## src/rtl/pc_sequencer.sv

```systemverilog
`timescale 1ns/1ps
// ---------------------------------------------------------------------------
// pc_sequencer
//
// Fetch controller for the program counter register. It requests an
// instruction at the current PC, hands it to decode with a valid/ready
// handshake, then picks the next PC from the trap, jump, branch or sequential
// sources. It also supports halt/resume and counts retired instructions.
//
// Ports:
//   clk, reset      clock, synchronous active-high reset
//   pc_in           current PC register value
//   pc_next         next PC value for the PC register (combinational)
//   pc_enable       PC register load enable (combinational)
//   imem_req        instruction fetch request, address on imem_addr
//   imem_ack        fetch complete
//   instr_valid     instruction available to decode
//   decode_ready    decode accepts the instruction
//   branch_taken    conditional branch taken, destination branch_target
//   jump            unconditional jump, destination jump_target
//   trap            level-sensitive trap request
//   halt, resume    enter HALT after retiring / leave HALT
//   misalign        one-cycle pulse after a misaligned redirect target
//   retired_count   completed handshakes, wraps
//   state           FETCH=0, ISSUE=1, HALT=2
// ---------------------------------------------------------------------------
module pc_sequencer #(
  parameter int unsigned        BITSIZE     = 32,
  parameter int unsigned        STEP        = 4,
  parameter logic [BITSIZE-1:0] TRAP_VECTOR = 32'h0000_0080
) (
  input  logic               clk,
  input  logic               reset,
  input  logic [BITSIZE-1:0] pc_in,
  output logic [BITSIZE-1:0] pc_next,
  output logic               pc_enable,
  output logic               imem_req,
  output logic [BITSIZE-1:0] imem_addr,
  input  logic               imem_ack,
  output logic               instr_valid,
  input  logic               decode_ready,
  input  logic               branch_taken,
  input  logic [BITSIZE-1:0] branch_target,
  input  logic               jump,
  input  logic [BITSIZE-1:0] jump_target,
  input  logic               trap,
  input  logic               halt,
  input  logic               resume,
  output logic               misalign,
  output logic [BITSIZE-1:0] retired_count,
  output logic [1:0]         state
);

  typedef enum logic [1:0] {
    FETCH = 2'd0,
    ISSUE = 2'd1,
    HALT  = 2'd2
  } state_t;

  // STEP is a power of two, so STEP-1 masks the bits that must be zero.
  localparam logic [BITSIZE-1:0] ALIGN_MASK = BITSIZE'(STEP - 1);
  localparam logic [BITSIZE-1:0] STEP_INC   = BITSIZE'(STEP);

  state_t             cur_state;
  logic               trap_pending;
  logic               misalign_q;
  logic [BITSIZE-1:0] retired_q;

  logic               trap_any;
  logic               handshake;
  logic               halt_trap;
  logic               redirect;
  logic [BITSIZE-1:0] redirect_target;
  logic               target_misaligned;
  logic [BITSIZE-1:0] issue_pc;

  // Next-PC selection. A pending trap outranks everything, then jump, then
  // branch. A misaligned jump/branch target is replaced by the trap vector;
  // the misalign flag is only raised when that target actually got selected.
  always_comb begin
    trap_any          = trap | trap_pending;
    handshake         = (cur_state == ISSUE) & decode_ready;
    halt_trap         = (cur_state == HALT) & trap_any;
    redirect          = jump | branch_taken;
    redirect_target   = jump ? jump_target : branch_target;
    target_misaligned = redirect & (|(redirect_target & ALIGN_MASK));
    issue_pc          = pc_in + STEP_INC;
    if (trap_any) begin
      issue_pc = TRAP_VECTOR;
    end else if (target_misaligned) begin
      issue_pc = TRAP_VECTOR;
    end else if (redirect) begin
      issue_pc = redirect_target;
    end
  end

  // Outputs seen by the PC register and memory. Reset gates the requests
  // immediately so an in-flight fetch request drops in the reset cycle.
  always_comb begin
    pc_enable = 1'b0;
    pc_next   = pc_in;
    if (reset) begin
      pc_next = '0;
    end else begin
      pc_enable = handshake | halt_trap;
      if (cur_state == HALT) begin
        pc_next = halt_trap ? TRAP_VECTOR : pc_in;
      end else begin
        pc_next = issue_pc;
      end
    end
  end

  assign imem_req      = ~reset & (cur_state == FETCH);
  assign imem_addr     = pc_in;
  assign instr_valid   = ~reset & (cur_state == ISSUE);
  assign misalign      = ~reset & misalign_q;
  assign retired_count = retired_q;
  assign state         = cur_state;

  // Sequencer FSM plus its bookkeeping: retire counter, deferred trap and the
  // misalign pulse. A trap seen while an instruction is still in flight is
  // remembered and applied at the next handshake (or on the way out of HALT).
  always_ff @(posedge clk) begin
    if (reset) begin
      cur_state    <= FETCH;
      trap_pending <= 1'b0;
      misalign_q   <= 1'b0;
      retired_q    <= '0;
    end else begin
      misalign_q <= handshake & ~trap_any & target_misaligned;
      case (cur_state)
        FETCH: begin
          if (trap) begin
            trap_pending <= 1'b1;
          end
          if (imem_ack) begin
            cur_state <= ISSUE;
          end
        end
        ISSUE: begin
          if (decode_ready) begin
            retired_q    <= retired_q + 1'b1;
            trap_pending <= 1'b0;
            cur_state    <= halt ? HALT : FETCH;
          end else if (trap) begin
            trap_pending <= 1'b1;
          end
        end
        HALT: begin
          if (trap_any) begin
            trap_pending <= 1'b0;
            cur_state    <= FETCH;
          end else if (resume) begin
            cur_state <= FETCH;
          end
        end
        default: begin
          cur_state <= FETCH;
        end
      endcase
    end
  end

endmodule

```

## config.mk

```make
export PLATFORM = sky130hd
export DESIGN_NAME = pc_sequencer
export DESIGN_NICKNAME = d
export VERILOG_FILES = /design/src/rtl/pc_sequencer.sv
export SDC_FILE = /design/constraint.sdc
export NUM_CORES = 1
export LEC_CHECK = 0
export BUFFER_PORTS_ARGS = -buffer_cell sky130_fd_sc_hd__buf_2
export CORE_UTILIZATION = 45
export DETAILED_ROUTE_END_ITERATION = 7
export PLACE_DENSITY = 0.89
export REMOVE_ABC_BUFFERS = 1
export SLEW_MARGIN = 20
export SYNTH_ARGS = -nofsm -noshare
export SYNTH_HDL_FRONTEND = slang
export SYNTH_SLANG_ARGS = --single-unit
```

## constraint.sdc

```tcl
create_clock -name clk -period 2.6 [get_ports clk]
set_input_delay 0.13 -clock clk [delete_from_list [all_inputs] [get_ports clk]]
set_output_delay 0.13 -clock clk [all_outputs]
set_load 0.01 [all_outputs]
```

==> results.yml, run 1 <==
synthesis:
  synth_area_mm2: 0.003493
  syn_area_per_cell_um2: 7.324
  synth_edf_count: 0
  synth.distinct_cells: 61
  yosysWarnings: 0
  syn_inst: 477
  synth-async-reset-ratio_pct: 0
  synth_ff_type: "dfxtp_1"
  yosysSeqAreaShare_pct: 20.63
  synth_seq_cells: 36
worst_setup_path:
  worst_setup_path_end_kind: "primary output"
  crit_fanout: 14
  r2r-start: "state[0]$_SDFFE_PP0P_"
  worstSetupStartpointType: "register"
  reg2reg_slack_ns: 0.54
  crit_required_ns: 2.47
  r2r_end: "state[0]$_SDFFE_PP0P_"
  reg2regPathDepth: 7
  cp-startpoint: "state[0]$_SDFFE_PP0P_"
  crit_end: "pc_next[19]"
  cp.arrival_ns: 2.33
  criticalPathCategory: "register to primary output"
detailed_routing:
  via_per_inst: 5.958
  drtPass1Iterations: 5
  via_count: 4391
  dr.first_iter.drc_count: 260
  drc: 0
  wire_per_inst_um: 16.78
  antenna_left: 0
  drt_wl_total_um: 12370
clocking:
  worstSkewPairLatency_ns: 0.29
  cts_buffer_depth: 2
  numCtsBuffers: 5
  clk_pin_slew_ns: 0.07
  cts_tree: "done"
  cts-root-buf: "clkbuf_8"
  cts.sinks: 36
  cts_post_setup_buffers_inserted: 0
  htree_levels: 2
die:
  die_y_um: 90.11
  row_count: 31
  die-area_mm2: 0.008119
  fp.dieW_um: 90.11
  fp.coreArea_mm2: 0.007370
  boundaryPins: 207
  start_util_pct: 47.40
cells_and_area:
  final_nets: 749
  diodes: 0
  final_cell_mix: "206 x buf_2, 53 x nor2_1, 36 x dfxtp_1"
  mostFrequentLayoutCell: "buf_2"
  area_growth_pct: 27.65
  drive_above_1_share_pct: 38.40
global_route:
  grt_pass1_wl_um: 20050
  track_usage_pct: 29.91
  grt_overflow: 0
  antenna_found_initial: 0
  grt_pass1_vias: 4138
  grt_max_degree: 42
sta:
  drv_slew: 0
  maxClockFrequency_ghz: 0.4065
  worst_slew_pin_slew_ns: 0.5648
  fin_ws_ns: 0.1400
  finalSetupTns_ns: 0
  period_needed_ns: 2.460
  setup_viol: 0
  hold_violations: 0
  rsz0062_at_grt: "false"
  fin_crit_sh_pct: 94.62
  skew_ns: 0.006365
  relSlewSlack_pct: 61.95
pwr:
  ir_worst_vdd_v: 0.0002200
  p_leak_nw: 2.148
  power.switching_w: 0.0004833
  total_power_w: 0.001429
  swShare_pct: 33.83
  power_frac_comb_pct: 33.8
  power_density_mw_per_mm2: 320.3
  p_seq_share_pct: 39.9
  clkPwrFrac_pct: 26.3
  p_int_w: 0.0009453
placement:
  gp_congestion: 0.9057
  dp_slack_ns: 0.4314
  hpwl_um: 9527
  portBuffers: 206
min_path:
  worstHoldPathType: "input port to register"
flow_run:
  cap_violations: 0
run_status:
  status: "finished clean"
## layout make-up
class                   count  area, um2
fillers                   716       2910
multi-input cells         367       2366
repair buffers            218       1134
flip-flops and latches     36      720.7
well taps                  99      123.9
clock buffers               6      72.57
inverters                  10      37.54
clock inverters             1      5.005
## what timing repair did
item,CTS,global route
setup endpoints to repair,0,3
hold buffers,0,0
resized for setup,0,1
## power groups by stage
stage | Clock [W] | Sequential (W) | Combinational (W)
2_1_floorplan | 0 | 0.000583 | 0.000207
3_3_place_gp | 0 | 0.000581 | 0.000464
3_5_place_dp | 0 | 0.000583 | 0.000474
4_1_cts | 0.000386 | 0.000570 | 0.000476
5_1_grt | 0.000410 | 0.000572 | 0.000523
6_report | 0.000375 | 0.000570 | 0.000483
## critical path, cell delays in order, from the launching register on
cell and delay [ns]:
dfxtp_1 0.41, inv_1 0.09, ha_1 0.36, inv_1 0.40, o21ai_0 0.16, a221oi_1 0.42, buf_2 0.21
## synth_stat cells, drive strengths merged (3+ instances only)
library cell | number | area [um2]
a211oi | 4 | 30.03
a21oi | 24 | 120.1
a22oi | 3 | 22.52
a311oi | 8 | 70.07
a31oi | 13 | 81.33
and2 | 12 | 75.07
and3 | 12 | 75.07
and4 | 10 | 87.58
buf | 41 | 289.0
clkbuf | 23 | 87.58
dfxtp | 36 | 720.7
ha | 6 | 75.07
inv | 10 | 37.54
mux2i | 6 | 60.06
nand2 | 30 | 112.6
nand2b | 4 | 25.02
nand3 | 19 | 112.6
nand4 | 17 | 112.6
nor2 | 54 | 202.7
nor2b | 4 | 25.02
nor3 | 13 | 65.06
nor4 | 7 | 65.06
o211a | 3 | 30.03
o21a | 4 | 30.03
o21ai | 18 | 90.08
o221a | 8 | 90.09
o221ai | 6 | 52.55
o22ai | 16 | 100.1
or2 | 3 | 18.77
or3 | 6 | 37.54
xnor2 | 11 | 96.34
xor2 | 19 | 166.4
## stage by stage
| step | hold slack [ns] | instance area [um2] | util [%] | cells |
|---|---|---|---|---|
| detailed placement | 0.4250 | 4379 | 59.42 | 730 |
| global placement | 0.3992 | 4379 | 59.42 | 730 |
| CTS | 0.1250 | 4457 | 60.48 | 737 |
| finish | 0.1370 | 4459 | 60.51 | 737 |
| floorplan | 0.1991 | 3117 | - | 413 |
| global route | 0.1494 | 4459 | 60.51 | 737 |
## metal layers
metal / global-route usage, % / wire length [um] / share of wire (%)
met3: 4.822 / 1048 / 8.5
met5: 0 / 0 / 0
met4: 10.89 / 282 / 2.3
met1: 38.61 / 5142 / 42
met2: 50.06 / 5896 / 48
## how the worst min path moves through the flow
stage	startpoint	end	slack, ns	cells past startpoint
6_report	halt	state[1]$_SDFFE_PP0P_	0.14	3
5_1_grt	halt	state[1]$_SDFFE_PP0P_	0.15	3
4_1_cts	halt	state[1]$_SDFFE_PP0P_	0.12	3
3_5_place_dp	halt	state[1]$_SDFFE_PP0P_	0.43	3
3_3_place_gp	halt	state[1]$_SDFFE_PP0P_	0.40	3
2_1_floorplan	reset	retired_count[17]$_SDFFE_PP0P_	0.20	1
## registers in the layout, summed over array words and instances (netlist names)
signal and flops:
misalign_q 1, retired_count 32, state 2, trap_pending 1
## logic make-up after synthesis
| group | share of synthesized area, % |
|---|---|
| buffers and inverters | 11.86 |
| XOR/XNOR | 7.521 |
| AO/OA/AOI/OAI | 25.93 |
| multiplexers | 1.719 |
| AND/OR/NAND/NOR | 30.19 |
| flip-flops | 20.63 |
| adder cells (fa/ha/maj) | 2.149 |
(Power assumes the default switching activity.)
==> inputs of run 2 (changes only) <==
--- a/config.mk
+++ b/config.mk
@@ -9,6 +9,7 @@
 export CORE_UTILIZATION = 45
 export DETAILED_ROUTE_END_ITERATION = 7
 export PLACE_DENSITY = 0.89
+export RECOVER_POWER = 50
 export REMOVE_ABC_BUFFERS = 1
 export SLEW_MARGIN = 20
 export SYNTH_ARGS = -nofsm -noshare
==> results.yml, run 2 (synthesis gave the netlist of run 1 again) <==
die:
  fp.dieW_um: 90.11
  die_y_um: 90.11
  row_count: 31
  die-area_mm2: 0.008119
  fp.coreArea_mm2: 0.007370
  boundaryPins: 207
  start_util_pct: 47.40
sta:
  skew_ns: 0.007236
  fin_ws_ns: 0.1460
  rsz0062_at_grt: "false"
  worst_slew_pin_slew_ns: 0.5580
  relSlewSlack_pct: 62.41
  maxClockFrequency_ghz: 0.4075
  setup_viol: 0
  finalSetupTns_ns: 0
  drv_slew: 0
  period_needed_ns: 2.454
  hold_violations: 0
  fin_crit_sh_pct: 94.39
worst_setup_path:
  crit_required_ns: 2.47
  worstSetupStartpointType: "register"
  crit_fanout: 14
  cp.arrival_ns: 2.32
  worst_setup_path_end_kind: "primary output"
  critPathBufInv: 3
  crit_chain: "inv_1 -> ha_1 -> inv_1 -> o21ai_0 -> a221oi_1 -> buf_2"
  r2r_end: "state[0]$_SDFFE_PP0P_"
  reg2reg_slack_ns: 0.54
  critPathTopFamily: "buffers and inverters"
  reg2regPathDepth: 7
  slowest_stage: "a221oi_1"
  criticalPathCategory: "register to primary output"
  crit_top_cell: "inv_1"
  cpPeakStageDelay_ns: 0.41
  r2r-start: "state[0]$_SDFFE_PP0P_"
global_route:
  grt_overflow: 0
  grt.met3_usage_pct: 4.822
  grt_pass1_wl_um: 20050
  grt_use_met1_pct: 38.61
  grt_max_degree: 42
  grt_use_met2_pct: 50.06
  track_usage_pct: 29.91
  top_usage_layer: "met2"
  antenna_found_initial: 0
  grt_pass1_vias: 4138
placement:
  placed_cell_area_mm2: 0.004379
  dp_slack_ns: 0.4314
  portBuffers: 206
  hpwl_um: 9527
  placed_cells: 730
  gp_congestion: 0.9057
detailed_routing:
  via_count: 4388
  via_per_inst: 5.954
  wire_per_inst_um: 16.89
  drtPass1Iterations: 5
  drt_wl_total_um: 12450
  dr.first_iter.drc_count: 251
  drc: 0
  antenna_left: 0
cells_and_area:
  final_cell_mix: "140 x buf_2, 67 x clkbuf_1, 53 x nor2_1"
  final_area_mm2: 0.004377
  diodes: 0
  nFillCells: 753
  area.sequential_um2: 720.7
  final_nets: 749
  largest_reg_flops: 32
  area_growth_pct: 25.29
  final_cells: 737
  drive_above_1_share_pct: 28.06
  mostFrequentLayoutCell: "buf_2"
  multi_input_area_mm2: 0.002366
clocking:
  cts-root-buf: "clkbuf_8"
  cts_tree: "done"
  htree_levels: 2
  worstSkewPairLatency_ns: 0.29
  clk_pin_slew_ns: 0.07
  cts_buffer_depth: 2
  cts.sinks: 36
  numCtsBuffers: 5
  cts_hold_buf: 0
min_path:
  worstHoldPathCells: 3
  hold_end: "state[1]$_SDFFE_PP0P_"
  worstHoldStart: "halt"
  worstHoldPathType: "input port to register"
flow_run:
  cap_violations: 0
pwr:
  p_leak_nw: 1.910
  power_density_mw_per_mm2: 325.3
  ir_worst_vdd_v: 0.0002208
run_status:
  status: "finished clean"
[run 2: cell count changes in the layout (fill, tap and decap cells not counted)]
cell	before	now
buf_2	206	140
clkbuf_1	1	67
[run 2: final cells by class]
type	instances	area share, %
Inverter	10	0.8576
Timing Repair Buffer	218	24.01
Clock buffer	6	1.658
Tap cell	99	2.830
Clock inverter	1	0.1144
Sequential cell	36	16.47
Multi-Input combinational cell	367	54.06
[run 2: worst max path at each step]
stage             endpoint                   from  cells past startpoint  slack, ns
2_1_floorplan  pc_next[23]  state[1]$_SDFFE_PP0P_                      4       0.20
3_3_place_gp   pc_next[10]  state[0]$_SDFFE_PP0P_                      7       0.50
3_5_place_dp   pc_next[10]  state[0]$_SDFFE_PP0P_                      7       0.43
4_1_cts        pc_next[10]  state[0]$_SDFFE_PP0P_                      7       0.12
5_1_grt        pc_next[19]  state[0]$_SDFFE_PP0P_                      6     0.0008
6_report       pc_next[19]  state[0]$_SDFFE_PP0P_                      6       0.15
[run 2: metrics by stage]
stage | power, W | hold slack (ns) | util (%)
after floorplan | 0.0007899 | 0.1991 | -
after global placement | 0.001045 | 0.3992 | 59.42
after detailed placement | 0.001057 | 0.4250 | 59.42
after CTS | 0.001433 | 0.1250 | 60.48
after global routing | 0.001498 | 0.1494 | 59.39
final | 0.001424 | 0.1390 | 59.39
[run 2: report_power, final]
part	switching [W]	total [W]	internal, W
clock network	0.000196	0.000378	0.000182
logic	0.000280	0.000476	0.000196
registers	0.0000108	0.000570	0.000559
[run 2: timing repair]
| action | 4_1_cts | 5_1_grt |
|---|---|---|
| endpoints found under the setup margin | 0 | 3 |
| endpoints found under the hold margin | 0 | 0 |
| gates resized for setup | 0 | 1 |
| setup buffers | 0 | 0 |
[run 2: routing by layer]
metal | share of wire [%] | routed length [um]
met1 | 42 | 5223
met2 | 47 | 5901
met3 | 8.2 | 1023
met4 | 2.4 | 297
met5 | 0 | 0
[run 2: worst reg2reg max path, stage by stage (launching register included)]
cell and delay [ns]:
dfxtp_1 0.35, inv_1 0.10, ha_1 0.43, or3b_2 0.51
a2bb2oi_1 0.16, nand2_1 0.13, mux2i_1 0.20, nor2_1 0.06
==> inputs of run 3 (changes only) <==
==> constraint.sdc (replaced) <==
create_clock -name clk -period 2.3 [get_ports clk]
set_input_delay 0.115 -clock clk [delete_from_list [all_inputs] [get_ports clk]]
set_output_delay 0.115 -clock clk [all_outputs]
set_load 0.01 [all_outputs]
==> results.yml, run 3 (synthesis gave the netlist of run 1 again) <==
run_status:
  status: "finished clean"
cells_and_area:
  mostFrequentLayoutCell: "buf_2"
  final_core_util_pct: 60.17
  final_area_mm2: 0.004434
  final_cells: 743
  area_growth_pct: 26.93
  nFillCells: 729
  drive_above_1_share_pct: 28.88
  final_cell_mix: "139 x buf_2, 69 x clkbuf_1, 53 x nor2_1"
  largest_reg_flops: 32
  diodes: 0
  final_nets: 754
detailed_routing:
  wire_per_inst_um: 16.18
  drt_wl_total_um: 12020
  dr.first_iter.drc_count: 391
  drc: 0
  via_per_inst: 5.828
  via_count: 4330
  antenna_left: 0
  drtPass1Iterations: 5
global_route:
  grt_overflow: 0
  track_usage_pct: 28.51
  antenna_found_initial: 0
  grt_max_degree: 42
  grt_pass1_wl_um: 19330
  grt_pass1_vias: 3986
worst_setup_path:
  cpPeakStageDelay_ns: 0.52
  cp.arrival_ns: 2.06
  slowest_stage: "or4_1"
  crit_chain: "inv_1 -> ha_2 -> buf_12 -> or4_1 -> o211a_1 -> buf_2"
  criticalPathCategory: "register to primary output"
  crit_required_ns: 2.18
  worst_setup_path_end_kind: "primary output"
  worstSetupStartpointType: "register"
  reg2reg_slack_ns: 0.27
  crit_fanout: 35
die:
  start_util_pct: 47.40
  die_y_um: 90.11
  die-area_mm2: 0.008119
  row_count: 31
  boundaryPins: 207
  fp.coreArea_mm2: 0.007370
  fp.dieW_um: 90.11
clocking:
  worstSkewPairLatency_ns: 0.28
  htree_levels: 2
  cts.sinks: 36
  cts-root-buf: "clkbuf_8"
  clk_pin_slew_ns: 0.07
  cts_tree: "done"
  cts_hold_buf: 0
  cts_buffer_depth: 2
  numCtsBuffers: 5
placement:
  hpwl_um: 9088
  portBuffers: 206
  placed_cell_area_mm2: 0.004394
  placed_cells: 732
  gp_congestion: 0.9824
sta:
  relSlewSlack_pct: 66.76
  worst_slew_pin_slew_ns: 0.4934
  skew_ns: 0.007779
  drv_slew: 0
  period_needed_ns: 2.175
  fin_crit_sh_pct: 94.57
  maxClockFrequency_ghz: 0.4598
  rsz0062_at_grt: "false"
  setup_viol: 0
  hold_violations: 0
min_path:
  worstHoldPathType: "input port to register"
flow_run:
  cap_violations: 0
pwr:
  ir_worst_vdd_v: 0.0002440
  power_density_mw_per_mm2: 369.8
  p_leak_nw: 1.929
[run 3: worst max-delay path, delay by kind of cell (launching register included)]
kind	cells	cell delay, ns
flops	1	0.41
simple gates	1	0.52
buf+inv	3	0.42
fa+ha+maj	1	0.28
compound gates	1	0.14
[run 3: stage by stage]
step / worst slack, ns / hold WS, ns / setup TNS [ns] / total power (W)
after floorplan: -0.08401 / 0.1841 / -0.3111 / 0.0008929
after global placement: 0.3702 / 0.3816 / 0 / 0.001176
after detailed placement: 0.2734 / 0.4130 / 0 / 0.001192
after CTS: 0.008834 / 0.1134 / 0 / 0.001646
after global routing: 0.01509 / 0.1279 / 0 / 0.001733
final: 0.1250 / 0.1239 / 0 / 0.001640
[run 3: final timing paths]
kind / startpoint / depth (start not counted) / endpoint
worst max-delay path: state[0]$_SDFFE_PP0P_ / 6 / pc_next[12]
worst min-delay path: halt / 3 / state[1]$_SDFFE_PP0P_
worst max register to register: state[1]$_SDFFE_PP0P_ / 7 / retired_count[22]$_SDFFE_PP0P_
worst min register to register: retired_count[31]$_SDFFE_PP0P_ / 2 / retired_count[31]$_SDFFE_PP0P_
[run 3: cell type report]
cell class              count  area, um2  area share (%)
multi-input cells         367       2374           53.53
repair buffers            222       1080           24.35
flip-flops and latches     36      720.7           16.25
well taps                  99      123.9           2.793
clock buffers               8      90.09           2.032
inverters                  10      41.29          0.9312
repair inverters            1      5.005          0.1129
[run 3: where the power goes]
part,switching (W),internal (W)
sequential,0.0000128,0.000633
clock,0.000210,0.000244
combinational,0.000314,0.000226
total,0.000537,0.00110
[run 3: repair_timing]
| action | in CTS | in global routing |
|---|---|---|
| setup buffers | 0 | 2 |
| cloned | 0 | 1 |
| resized for setup | 2 | 2 |
| endpoints found under the setup margin | 1 | 12 |
[run 3: routing by layer]
| layer | wire length (um) | part of all wire, % | GRT usage, % | vias up |
|---|---|---|---|---|
| met2 | 5585 | 46 | 47.26 | 276 |
| li1 | - | - | - | 2088 |
| met4 | 162 | 1.3 | 8.871 | 0 |
| met1 | 5069 | 42 | 38.04 | 1944 |
| met3 | 1201 | 10 | 4.146 | 22 |
| met5 | 0 | 0 | 0 | - |
